===== config.mk =====
export PLATFORM = sky130hd
export DESIGN_NAME = adj_clock_div_arbiter
export DESIGN_NICKNAME = d
export VERILOG_FILES = /design/src/rtl/adj_clock_div_arbiter.sv
export SDC_FILE = /design/constraint.sdc
export NUM_CORES = 1
export LEC_CHECK = 0
export ABC_AREA = 1
export CELL_PAD_IN_SITES_DETAIL_PLACEMENT = 1
export CELL_PAD_IN_SITES_GLOBAL_PLACEMENT = 2
export CORE_UTILIZATION = 25
export DETAILED_ROUTE_END_ITERATION = 8
export PLACE_DENSITY = 0.76
export SLEW_MARGIN = 20
export SYNTH_ARGS = -nofsm -noshare
export SYNTH_HDL_FRONTEND = slang
export SYNTH_SLANG_ARGS = --single-unit

===== constraint.sdc =====
create_clock -name ClkInput -period 1.8 [get_ports ClkInput]
set_input_delay 0.27 -clock ClkInput [delete_from_list [all_inputs] [get_ports ClkInput]]
set_output_delay 0.27 -clock ClkInput [all_outputs]
set_load 0.01 [all_outputs]

===== src/rtl/adj_clock_div_arbiter.sv =====
// adj_clock_div_arbiter: round-robin owner of one adjustable divided clock.
// Ownership only moves on a low ClkOutput so consumers never see a runt.
module adj_clock_div_arbiter #(
  parameter int INPUT_BIT_WIDTH = 8,
  parameter int NUM_REQ         = 4,
  parameter int PERIOD_QUOTA    = 4
) (
  input  logic                               ClkInput,
  input  logic                               Reset,
  input  logic [NUM_REQ-1:0]                 Req,
  input  logic [NUM_REQ*INPUT_BIT_WIDTH-1:0] FactorBus,
  output logic [NUM_REQ-1:0]                 Grant,
  output logic                               Busy,
  output logic                               ClkOutput,
  output logic                               Tick
);
  localparam int W  = INPUT_BIT_WIDTH;
  localparam int IW = (NUM_REQ > 1) ? $clog2(NUM_REQ) : 1;
  localparam int PW = $clog2(PERIOD_QUOTA + 1);
  localparam logic [PW-1:0] QUOTA = PW'(PERIOD_QUOTA);

  typedef enum logic [1:0] {IDLE, RUN, DRAIN} state_t;

  state_t             state_q, state_d;
  logic [NUM_REQ-1:0] grant_q, grant_d;
  logic [IW-1:0]      owner_q, owner_d;
  logic [IW-1:0]      rr_q, rr_d;
  logic [IW-1:0]      win, cand;
  logic [W-1:0]       factor_q, factor_d;
  logic [W-1:0]       cnt_q, cnt_d;
  logic [PW-1:0]      pcnt_q, pcnt_d;
  logic               clk_q, clk_d;
  logic               tick_q, tick_d;
  logic               busy_q;
  logic               found, hit, own_req, other_req;
  logic [W-1:0]       factors [NUM_REQ];

  for (genvar i = 0; i < NUM_REQ; i++) begin : g_fac
    assign factors[i] = FactorBus[i*W +: W];
  end

  assign hit       = (cnt_q == factor_q);
  assign own_req   = |(Req & grant_q);
  assign other_req = |(Req & ~grant_q);

  // First requester at or after last owner + 1
  always_comb begin
    found = 1'b0;
    win   = rr_q;
    cand  = '0;
    for (int k = 1; k <= NUM_REQ; k++) begin
      cand = IW'((int'(rr_q) + k) % NUM_REQ);
      if (!found && Req[cand]) begin
        found = 1'b1;
        win   = cand;
      end
    end
  end

  always_comb begin
    state_d  = state_q;
    grant_d  = grant_q;
    owner_d  = owner_q;
    rr_d     = rr_q;
    factor_d = factor_q;
    cnt_d    = cnt_q;
    pcnt_d   = pcnt_q;
    clk_d    = clk_q;
    tick_d   = 1'b0;
    unique case (state_q)
      IDLE: begin
        clk_d = 1'b0;
        cnt_d = '0;
        if (|Req) begin
          state_d       = RUN;
          owner_d       = win;
          grant_d       = '0;
          grant_d[win]  = 1'b1;
          factor_d      = factors[win];
          pcnt_d        = '0;
        end
      end
      RUN, DRAIN: begin
        if (hit) begin
          cnt_d  = '0;
          clk_d  = ~clk_q;
          tick_d = 1'b1;
          if (clk_q && pcnt_q != QUOTA)
            pcnt_d = pcnt_q + PW'(1);
        end else begin
          cnt_d = cnt_q + W'(1);
        end
        if (state_q == RUN) begin
          if (!own_req || (pcnt_q == QUOTA && other_req))
            state_d = DRAIN;
        end else if (!clk_q || hit) begin
          // Release only when ClkOutput ends low this cycle
          state_d = IDLE;
          grant_d = '0;
          cnt_d   = '0;
          clk_d   = 1'b0;
          tick_d  = hit && clk_q;
          rr_d    = owner_q;
        end
      end
      default: state_d = IDLE;
    endcase
  end

  always_ff @(posedge ClkInput) begin
    if (Reset) begin
      state_q  <= IDLE;
      grant_q  <= '0;
      owner_q  <= '0;
      rr_q     <= IW'(NUM_REQ - 1);
      factor_q <= '0;
      cnt_q    <= '0;
      pcnt_q   <= '0;
      clk_q    <= 1'b0;
      tick_q   <= 1'b0;
      busy_q   <= 1'b0;
    end else begin
      state_q  <= state_d;
      grant_q  <= grant_d;
      owner_q  <= owner_d;
      rr_q     <= rr_d;
      factor_q <= factor_d;
      cnt_q    <= cnt_d;
      pcnt_q   <= pcnt_d;
      clk_q    <= clk_d;
      tick_q   <= tick_d;
      busy_q   <= (state_d != IDLE);
    end
  end

  assign Grant     = grant_q;
  assign Busy      = busy_q;
  assign ClkOutput = clk_q;
  assign Tick      = tick_q;

endmodule


* Yosys cells after proc, flatten, opt, wreduce, memory -nomap -nowiden
Index checks and enable logic that the tools add are counted.
Operators by class: $add $sub $neg 6, $lt $le $gt $ge 7, equal/unequal tests 10, muxes and demuxes 44, bitwise logic cells 7, reductions and logical operators 26
Operators by type and width (count):
- $mux 8 | 5
- $bmux 8 s2 | 1
- $mux 2 | 8
- $pmux 8 s2 | 1
- $lt 2x3->1 const B | 5
- $mux 1 | 14
- $mux 4 | 3
- $reduce_or 4->1 | 3
- $ne 2x2->1 const B | 5
- $mux 3 | 3
- $add 8x1->8 const B | 1
- $and 4x4->4 | 2
- $bmux 1 s2 | 4
- $eq 8x8->1 | 1
- $pmux 4 s2 | 1
- $reduce_and 4->1 | 2
- $logic_and 1x1->1 | 7
- $pmux 3 s2 | 1
- $logic_not 1->1 | 5
- $add 2x1->2 const B | 2
- $add 2x2->2 const B | 2
- $not 4->4 | 1
- $pmux 2 s2 | 1
- $reduce_bool 2->1 | 2
- 16 further kinds | 20
Storage, ports and cells: bits in registers 32, input port bits 38

* Longest topological paths before layout
Gate-level depths: netlist (run 1).
depth in word-level cells 19, mapped depth 15, gate-level depth less buffers 13

* Worst setup path before layout (run 1)
No wires, ideal clock.
path kind register to register, start register cnt_q[7], end register cnt_q[0], setup time 0.128 ns, data arrival time 1.543 ns, data required time 1.672 ns, slack 0.129 ns, cell stages (with the launch flop) 11, path through dfxtp_1 or2_1 a21oi_1 nand3_1 ha_1 nor2_1 nor2_1 inv_1 nor2_1 o21ai_2 a21oi_1
On the way: word-level cells in the longest chain between the ends 5, elaborated cells on any way between the ends 6, those cells by class eq/ne: 1; mux: 4; reduce/logical: 1
RTL lines:
- start, declared | line 30 | logic [W-1:0] cnt_q, cnt_d;
- start signal, assigned | line 128 | cnt_q <= cnt_d;
- $eq 8x8->1 (*) | line 42 | assign hit = (cnt_q == factor_q);
- $mux 8 or $logic_or 1x1->1 (tied branches) | line 84, 96
- $mux 8 | line 96 | end else if (!clk_q || hit) begin
- $mux 8 (*) | line 93 | if (state_q == RUN) begin
- $pmux 8 s2 (*) | line 70 | unique case (state_q)
Mark *: on every way between the ends. The rest lies on a longest branch, timed or not. A chain may end at the register's enable or synchronous reset.

* Worst setup path after layout (run 1)
start register factor_q[2], end register cnt_q[6]
On the way: word-level cells in the longest chain between the ends 5, elaborated cells on any way between the ends 6, those cells by class eq/ne: 1; mux: 4; reduce/logical: 1
RTL lines:
- start, declared | line 29 | logic [W-1:0] factor_q, factor_d;
- start signal, assigned | line 127 | factor_q <= factor_d;
- $eq 8x8->1 (*) | line 42
- $mux 8 or $logic_or 1x1->1 (tied branches) | line 84, 96
- $mux 8 | line 96
- $mux 8 (*) | line 93
- $pmux 8 s2 (*) | line 70
Marks and branches as above.

==> results.md, run 1 <==
- Outcome: completed
- # setup viols final: 0
- # rows: 34
- Yosys reg bits: 32
- Final wirelength: roughly 7200 um
- Leakage: between 0.0015 and 0.002 uW
- Ys async rst share: 0
- Switching Share: 0.3992
- RSZ-0062 raised after global routing: true
- Clk_lat worst skew: 0.29 ns
- Combinational share of power: 0.577
- Detailed placement HPWL: roughly 5500 um
- Power Internal: 2331 uW
- Fillers: roughly 1100
- Post-placement cell count: between 500 and 600
- Critical Path Sink Type: flop
- Antenna violations before repair: 0
- CP Launch Type: flop
- Nets: 490
- Hold Vio Cnt, Final: 0
- TritonCTS buffer count: 5
- Total die area: 9495 um^2
- DRT antenna net count: 0
- Drt drc: 0
- WP data required: approximately 2.0 ns
- Initial DRC count: 42
- Chip Height: ~97 um
- YS warnings: 0
- Clock tree buffer depth: 2
- Critical Path Max Stage Delay: ~0.31 ns
- Setup TNS: 0 ns
- Slew at the pin closest to its max-slew limit: between 0.3 and 0.4 ns
- GRT Resource Usage Total: 0.1522
- Die X: slightly below 100 um
- FF+latch area: about 650 um^2
- TritonCTS clock tree: done
- Post-route minimum period: around 1.8 ns
- Final Non-Filler Cells: approximately 550
- Clock root buffer: clkbuf_8
- Port bufs: 44
- Worst Path Class, Setup: reg2reg
- Worst Skew: roughly 0.012 ns
- H-tree depth: 2
- RePlAce Congestion: slightly below 0.8
- EDFF count, synth: 0
- PD cells: ~1100 nW/um^2
- Buf/Inv on CP: 4
- Seq/Total Area, Yosys: 0.2813
- Core area: 8763 um^2
- DR vias/cell: roughly 4.6
- Max-cap violation count: 0
- Sequential Power Share: 0.245
- Max-slew violation count: 0
- IO Pins: 45
- First-pass GRT wire length: 11990 um
- Slowest CP cell: dfxtp_2
- CTS sink cnt: 32
- Largest net degree at the start of global routing: 18
- First-pass DRT Iterations: 4
- CP cell instances: inv_1 -> buf_4 -> nand2_1 -> nand4_1 -> nor2_2 -> nand3_2 -> ha_4 -> nor2_4 -> nor2_2 -> inv_2 -> nor2_4 -> o21ai_2 -> buf_6 -> nor2_1
- N_diodes: 0
- Crit path max fanout: 7
- NetSw: about 1500 uW
- Top delay family on crit path: simple AND/OR/NAND/NOR gates
- Peak supply drop: about 370 uV
- Fmax: about 0.57 GHz
- Initial Util: 0.2599
- Share of layout cells above drive strength 1: 0.2854
- Area delta synth->final: 56.04%
- Clk network pwr share: 0.177
- HP Class: reg2reg
- Grt ovf: 0
- Crit share post-route: 0.9798
- Number of global-route vias before repair: 2643
- Cell count after synthesis: 350
- Area occupied by multi-input gates: 1483 um^2
- Worst-path clk slew: roughly 0.07 ns
- CP Data Arrival Time: ~1.9 ns
- Mean routed wirelength per cell: between 10 and 15 um
- Synthesized Nets: ~400
- Worst slew margin: 0.7727
- Primary FF master, synth: dfxtp_1
- Synth Area per Inst: around 6.5 um^2
- Vias after detailed routing: 2559
- Netlist cell types: 32
- Syn Std Cell Area: 2277 um^2
-- worst register-to-register path: stages (launching register included) --
cell and delay (ns):
dfxtp_2 0.31, inv_1 0.04, buf_4 0.13, nand2_1 0.05, nand4_1 0.09, nor2_2 0.12, nand3_2 0.15, ha_4 0.21
nor2_4 0.11, nor2_2 0.05, inv_2 0.07, nor2_4 0.04, o21ai_2 0.11, buf_6 0.14, nor2_1 0.05
-- state kept, by name (all words and copies together) (netlist names), 2 cells and up --
register / flops
Grant: 4
cnt_q: 8
factor_q: 8
owner_q: 2
pcnt_q: 3
rr_q: 2
state_q: 2
-- through the flow --
step	utilization	setup WS [ns]	total power (uW)	hold WS [ns]	instance area (um^2)
final	0.4055	0.03643	3880	0.4898	3553
after global routing	0.4055	-0.07713	4215	0.5287	3553
after CTS	0.3718	0.008693	3519	0.4983	3258
after detailed placement	0.3564	-0.3139	2760	0.4788	3123
after global placement	0.3564	-0.2394	2717	0.4677	3123
after floorplan	-	0.1290	2096	0.4408	2277
-- layout make-up --
class                   instances  area share
clock buffers                   6     0.02042
repair inverters                1    0.002465
multi-input cells             247      0.4173
inverters                      61     0.06796
clock inverters                 2    0.009859
repair buffers                 96      0.2599
flip-flops and latches         32      0.1842
well taps                     108     0.03803
-- layer usage --
layer  up-vias  wire, um  GRT usage
met2        29      3783     0.2808
li1       1293         -          -
met4         0        46    0.02715
met5         -         0          0
met1      1232      3209     0.1846
met3         5       187    0.02662
-- power by group through the flow --
stage                     clock network, uW  logic (uW)  registers, uW
after floorplan                           0        1170            931
after global placement                    0        1760            954
after detailed placement                  0        1810            954
after CTS                               716        1860            939
after global routing                    751        2490            976
final                                   688        2240            952
-- what timing repair did --
item                       4_1_cts  5_1_grt
resized for setup                8       55
setup endpoints to repair       17       27
hold buffers                     0        0
pin swaps                        3       15
gates cloned                     0        2
setup buffers                    0       12
-- cell families after synthesis --
group           count (synthesis)  synth area share
xor+xnor                        8           0.03077
flops                          32            0.2813
buf+inv                        71            0.1357
fa+ha+maj                       8           0.04396
compound gates                 37           0.09616
simple gates                  194            0.4121
-- cells in the final DEF, fill, tap and decap left out, types with 2 or more instances in the layout --
cell type / n
nand2_1: 76
inv_1: 54
buf_4: 44
clkdlybuf4s50_1: 40
nand3_1: 39
dfxtp_1: 23
nor2_1: 20
nand2_2: 17
a21oi_1: 17
xor2_1: 8
nand3_2: 8
nand2_4: 8
nand3b_1: 8
dfxtp_2: 8
ha_1: 7
inv_2: 6
o21ai_0: 6
nand4_1: 5
o211ai_1: 5
clkbuf_8: 5
or2_2: 4
dlymetal6s2s_1: 4
buf_12: 4
nor2_2: 2
nand3_4: 2
nor2_4: 2
o22ai_1: 2
buf_6: 2
-- Yosys cell counts (all sizes together) (2+ instances only) --
master,instances,area share
o21ai,7,0.017
clkbuf,3,0.0049
nor2,24,0.040
inv,61,0.10
or2,5,0.014
nand3,49,0.13
nand2,102,0.18
xor2,8,0.031
o22ai,2,0.0055
a21oi,19,0.042
buf,7,0.027
dfxtp,32,0.28
o211ai,6,0.022
nand3b,8,0.026
nand4,5,0.014
ha,8,0.044
-- final timing paths --
check	startpoint	to	slack (ns)	cells after the start
worst max-delay path	factor_q[2]	cnt_q[6]	0.04	14
worst min-delay path	owner_q[1]	rr_q[1]	0.49	2
worst max register to register	factor_q[2]	cnt_q[6]	0.04	14
worst min register to register	owner_q[1]	rr_q[1]	0.49	2
Power figures use the tool's default switching activity.
==> inputs of run 2 (changes only) <==
--- a/config.mk
+++ b/config.mk
@@ -8,9 +8,9 @@
 export ABC_AREA = 1
 export CELL_PAD_IN_SITES_DETAIL_PLACEMENT = 1
 export CELL_PAD_IN_SITES_GLOBAL_PLACEMENT = 2
-export CORE_UTILIZATION = 25
+export CORE_UTILIZATION = 30
 export DETAILED_ROUTE_END_ITERATION = 8
-export PLACE_DENSITY = 0.76
+export PLACE_DENSITY = 0.86
 export SLEW_MARGIN = 20
 export SYNTH_ARGS = -nofsm -noshare
 export SYNTH_HDL_FRONTEND = slang
==> constraint.sdc (replaced) <==
create_clock -name ClkInput -period 2.23 [get_ports ClkInput]
set_input_delay 0.3345 -clock ClkInput [delete_from_list [all_inputs] [get_ports ClkInput]]
set_output_delay 0.3345 -clock ClkInput [all_outputs]
set_load 0.01 [all_outputs]
==> run 2 against run 1 <==
Against the previous run: sequential share of layout area rose by 3.5 points; setup slack improved by 0.22 ns; clock-buffer cell count did not move; total power fell by 38%; register-to-register slack improved by 0.22 ns; global-route usage rose by 2.3 points; clock skew fell by 0.0043 ns; utilization fell by 0.48 points; via count fell by 8.8%; hold slack improved by 0.0011 ns; clock power fell by 39%; largest power group unchanged.
==> results.md, run 2 (same netlist as run 1, synthesis figures left out) <==
- Total die area: 7943 um^2 (-16%)
- Post-route minimum period: 1.972 ns (+0.2088 ns)
- CP cell instances: inv_1 -> nand2_1 -> nand4_1 -> nor2_1 -> nand3_1 -> ha_1 -> nor2_1 -> nor2_1 -> inv_1 -> nor2_1 -> o21ai_2 -> nor2_1
- Area delta synth->final: 28.30%
- Port bufs: 44 (unchanged)
- # setup viols final: 0 (unchanged)
- Commonest non-fill, non-tap cell in the layout: nand2_1
- # rows: 31 (-8.8%)
- Critical Path Max Stage Delay: 0.40 ns (+0.09 ns)
- R2R cell count: 12 (-2)
- Highest-count cells in the layout ignoring fill and taps: nand2_1, inv_1, clkdlybuf4s50_1
- Fmax: 0.5070 GHz (-11%)
- Worst hold slack: 0.4909 ns (+0.001097 ns)
- Nets: 447 (-8.8%)
- HP Start: pcnt_q[1]
- Antenna violations before repair: 0 (unchanged)
- IO Pins: 45 (unchanged)
- DRT antenna net count: 0 (unchanged)
- CTS sink cnt: 32 (unchanged)
- Chip Height: 89.13 um (-8.5%)
- First-pass GRT wire length: 10620 um (-11%)
- Hold Vio Cnt, Final: 0 (unchanged)
- Number of global-route vias before repair: 2411 (-8.8%)
- Core area: 7292 um^2 (-17%)
- GRT Resource Usage Total: 0.1747 (+0.02255)
- Largest net degree at the start of global routing: 19 (+1)
- Slowest CP cell: dfxtp_1
- First-pass DRT Iterations: 4 (unchanged)
- Initial Util: 0.3123 (+0.05243)
- Die X: 89.13 um (-8.5%)
- DR vias/cell: 4.668 (+0.88%)
- Max-slew violation count: 0 (unchanged)
- Outcome: completed
- Final wirelength: 6298 um (-13%)
- Critical Path Sink Type: flop
- Grt ovf: 0 (unchanged)
- CP Launch Type: flop
- Worst Skew: 0.007361 ns (-0.004334 ns)
- Detailed placement HPWL: 5064 um (-8.2%)
- Crit share post-route: 0.8845 (-0.09528)
- Share of layout cells above drive strength 1: 0.1122 (-0.1732)
- Drt drc: 0 (unchanged)
- Hold Buf Count CTS: 0 (unchanged)
- Worst hold endpoint: pcnt_q[1]
- Worst Path Class, Setup: reg2reg
- Vias after detailed routing: 2334 (-8.8%)
- Reg-to-reg slack, setup: 0.26 ns (+0.22 ns)
- Slew at the pin closest to its max-slew limit: 0.4831 ns (+0.1434 ns)
- Worst-path clk slew: 0.07 ns (about the same)
- Clock tree buffer depth: 2 (unchanged)
- Worst slew margin: 0.6776 (-0.09511)
- RR Endpoint: cnt_q[7]
- Clock root buffer: clkbuf_8
- TritonCTS clock tree: done
- WP data required: 2.39 ns (+0.42 ns)
- RePlAce Congestion: 0.7901 (+1.8%)
- Start of the worst register-to-register path: cnt_q[1]
- PD cells: 829.2 nW/um^2 (-24%)
- Max-cap violation count: 0 (unchanged)
- N_diodes: 0 (unchanged)
- Initial DRC count: 52 (+24%)
- Post-placement cell count: 493 (-7.2%)
- Crit path max fanout: 7 (unchanged)
- Peak supply drop: 355.6 uV (-4.3%)
- Leakage: 0.001412 uW (-20%)
- Clk_lat worst skew: 0.28 ns (about the same)
- Mean routed wirelength per cell: 12.60 um (-3.6%)
- Post-CTS setup buffer count: 0 (unchanged)
- HP Class: reg2reg
- TritonCTS buffer count: 5 (unchanged)
- Final Non-Filler Cells: 500 (-9.6%)
- Crit-path most repeated cell: nor2_1
- CP Data Arrival Time: 2.13 ns (+0.20 ns)
- RSZ-0062 raised after global routing: false
- Resized Gates After CTS: 0 (-8)
- H-tree depth: 2 (unchanged)
- Hold Crit Depth: 2 (unchanged)
## run 2: worst max path at each step
stage / startpoint / endpoint / cells after the start
after global routing: cnt_q[1] / cnt_q[6] / 12
after global placement: Req[3] / factor_q[6] / 14
after CTS: cnt_q[1] / cnt_q[7] / 12
after floorplan: cnt_q[7] / cnt_q[0] / 10
after detailed placement: Req[3] / factor_q[4] / 14
final: cnt_q[1] / cnt_q[7] / 12
## run 2: area by class of cell
type | instances | area (um^2)
inverters | 61 | 236.5
flip-flops and latches | 32 | 640.6
fillers | 980 | 4370
clock buffers | 6 | 72.57
multi-input cells | 247 | 1328
repair buffers | 54 | 515.5
clock inverters | 1 | 5.005
well taps | 99 | 123.9
## run 2: per-layer routing
metal / track usage / vias to the layer above / wire [um]
met5: 0 / - / 0
met4: 0.05051 / 0 / 59
met3: 0.03232 / 6 / 159
met2: 0.3241 / 32 / 3179
met1: 0.2038 / 1089 / 2900
li1: - / 1207 / -
## run 2: report_power, final
group,internal (uW),switching [uW],leakage (uW),total (uW)
logic,501,743,0.00111,1240
clock network,212,206,0.0000410,418
registers,676,84.7,0.000262,760
## run 2: through the flow
stage          power, uW    util  instance area [um^2]  TNS (ns)  worst slack (ns)
6_report            2422  0.4007                  2922         0            0.2576
5_1_grt             2653  0.4007                  2922         0          0.009788
4_1_cts             2470  0.4007                  2922         0            0.2340
3_5_place_dp        2039  0.3900                  2844  -0.01079          -0.01079
3_3_place_gp        2004  0.3900                  2844         0           0.07494
2_1_floorplan       1692       -                  2277         0            0.5590
## run 2: critical path: cells and delay by family (launching register included)
kind                       cells  cell delay, ns
and+or+nand+nor                8            0.80
adders and majority gates      1            0.22
DFF                            1            0.40
AOI/OAI and AO/OA              1            0.29
buffers and inverters          2            0.16
==> inputs of run 3 (changes only) <==
--- a/config.mk
+++ b/config.mk
@@ -11,6 +11,7 @@
 export CORE_UTILIZATION = 30
 export DETAILED_ROUTE_END_ITERATION = 8
 export PLACE_DENSITY = 0.86
+export REMOVE_ABC_BUFFERS = 1
 export SLEW_MARGIN = 20
 export SYNTH_ARGS = -nofsm -noshare
 export SYNTH_HDL_FRONTEND = slang
==> run 3 against run 2 <==
Against the previous run: final area grew 2.9%; non-clock buffer count grew 2; global-route usage grew 0.98 points; routed wire length grew 2.9%; combinational power grew 3%; first-iteration DRC count grew 12%; sequential share of layout area shrank 0.61 points; flip-flop and latch count is the same; cell count grew 0.60%; via count shrank 0.51%; largest cell class unchanged.
==> results.md, run 3 (same netlist as run 1, synthesis figures left out) <==
- Outcome: completed
- Setup TNS: 0 ns (unchanged)
- DP Area: 2872 um^2 (+0.97%)
- H-tree depth: 2 (unchanged)
- HP Class: reg2reg
- Grt ovf: 0 (unchanged)
- First-pass GRT wire length: 11180 um (+5.3%)
- Leakage: 0.001451 uW (+2.8%)
- Commonest non-fill, non-tap cell in the layout: nand2_1
- Share of layout cells above drive strength 1: 0.1213 (+0.009068)
- R2R cell count: 11 (-1)
- Clock root buffer: clkbuf_8
- Peak supply drop: 368.2 uV (+3.6%)
- RePlAce Congestion: 0.8494 (+7.5%)
- Crit path max fanout: 7 (unchanged)
- WP data required: 2.46 ns (+0.07 ns)
- CP Launch Type: flop
- TritonCTS buffer count: 5 (unchanged)
- Fin area: 3005 um^2 (+2.9%)
- N_diodes: 0 (unchanged)
- Max-cap violation count: 0 (unchanged)
- Buf/Inv on CP: 1 (-1)
- Detailed placement HPWL: 5189 um (+2.5%)
- Post-route minimum period: 1.971 ns (-0.001492 ns)
- Die X: 89.13 um (unchanged)
- Hold Buf Count CTS: 0 (unchanged)
- Nets: 449 (+0.45%)
- Max-slew violation count: 0 (unchanged)
- Crit share post-route: 0.8838 (about the same)
- CP cell instances: or2_2 -> nand4_1 -> nor2_1 -> nand3_1 -> ha_1 -> nor2_1 -> nor2_1 -> inv_1 -> nor2_1 -> o21ai_4 -> a21oi_1
- CP Data Arrival Time: 2.20 ns (+0.07 ns)
- IO Pins: 45 (unchanged)
- DRT antenna net count: 0 (unchanged)
- Worst Skew: 0.005091 ns (-0.002270 ns)
- Post-CTS setup buffer count: 0 (unchanged)
- Slew at the pin closest to its max-slew limit: 0.4729 ns (-0.01023 ns)
- Total die area: 7943 um^2 (unchanged)
- CTS sink cnt: 32 (unchanged)
- Worst path depth: 11 (-1)
- Critical Path Max Stage Delay: 0.35 ns (-0.05 ns)
- Hold Vio Cnt, Final: 0 (unchanged)
- Hold Crit Depth: 2 (unchanged)
- # setup viols final: 0 (unchanged)
- Worst Path Class, Setup: reg2reg
- Crit-path most repeated cell: nor2_1
- Port bufs: 44 (unchanged)
- Mean routed wirelength per cell: 12.88 um (+2.3%)
- Resized Gates After CTS: 0 (unchanged)
- DR vias/cell: 4.616 (-1.1%)
- Largest net degree at the start of global routing: 19 (unchanged)
- Fmax: 0.5074 GHz (about the same)
- Slowest CP cell: dfxtp_1
- RSZ-0062 raised after global routing: false
- First-pass DRT Iterations: 4 (unchanged)
- Worst slew margin: 0.6843 (+0.006746)
- Final wirelength: 6480 um (+2.9%)
- Chip Height: 89.13 um (unchanged)
- Area delta synth->final: 31.98%
- TritonCTS clock tree: done
- Clock tree buffer depth: 2 (unchanged)
- GRT Resource Usage Total: 0.1845 (+0.009818)
- Clk_lat worst skew: 0.29 ns (about the same)
- Worst-path clk slew: 0.07 ns (about the same)
- Initial DRC count: 58 (+12%)
- Top delay family on crit path: simple AND/OR/NAND/NOR gates
- # rows: 31 (unchanged)
- Final Worst Setup Slack: 0.2591 ns (+0.001492 ns)
- Core area: 7292 um^2 (unchanged)
- Number of global-route vias before repair: 2444 (+1.4%)
- Critical Path Sink Type: flop
- Antenna violations before repair: 0 (unchanged)
- Vias after detailed routing: 2322 (-0.51%)
- Post-Place Worst Slack: 0.02369 ns (+0.03447 ns)
- Initial Util: 0.3123 (unchanged)
- Highest-count cells in the layout ignoring fill and taps: nand2_1, inv_1, clkdlybuf4s50_1
- PD cells: 893.1 nW/um^2 (+7.7%)
- Drt drc: 0 (unchanged)
## run 3: cell types whose count changed in the layout (fill, tap and decap cells not counted), sizes merged
cell    before  now
buf         10   12
bufinv       0    1
clkinv       1    0
clkbuf       6    7
## run 3: final cells by class
cell class              count  area, um^2
inverters                  61       236.5
multi-input cells         247        1335
repair buffers             56       543.0
flip-flops and latches     32       640.6
clock buffers               7       96.34
clock inverters             1       30.03
well taps                  99       123.9
fillers                   960        4287
## run 3: where the power goes
part	switching, uW	internal [uW]
logic	754	525
registers	93.5	675
clock network	241	395
## run 3: final timing paths
check / to / slack [ns] / from
max reg2reg: cnt_q[0] / 0.26 / cnt_q[2]
min reg2reg: pcnt_q[1] / 0.50 / pcnt_q[1]
min: pcnt_q[1] / 0.50 / pcnt_q[1]
max: cnt_q[0] / 0.26 / cnt_q[2]
## run 3: metal layers
layer | track usage | part of all wire | vias to the layer above
met5 | 0 | 0 | -
met3 | 0.03232 | 0.034 | 13
li1 | - | - | 1204
met2 | 0.3095 | 0.45 | 53
met4 | 0.07215 | 0.025 | 0
met1 | 0.2355 | 0.49 | 1052
## run 3: per-stage QoR
stage                     std cells  total power, uW    util  hold WS (ns)
after floorplan                 340             1597       -        0.4036
after global placement          495             2040  0.3938        0.4707
after detailed placement        495             2069  0.3938        0.4825
after CTS                       503             2715  0.4111        0.4985
after global routing            503             2913  0.4121        0.5334
final                           503             2684  0.4121        0.4958
## run 3: worst register-to-register path: stages (launching register included)
cell,delay [ns]
dfxtp_1,0.35
or2_2,0.30
nand4_1,0.07
nor2_1,0.04
nand3_1,0.14
ha_1,0.18
nor2_1,0.05
nor2_1,0.17
inv_1,0.08
nor2_1,0.26
o21ai_4,0.13
a21oi_1,0.14
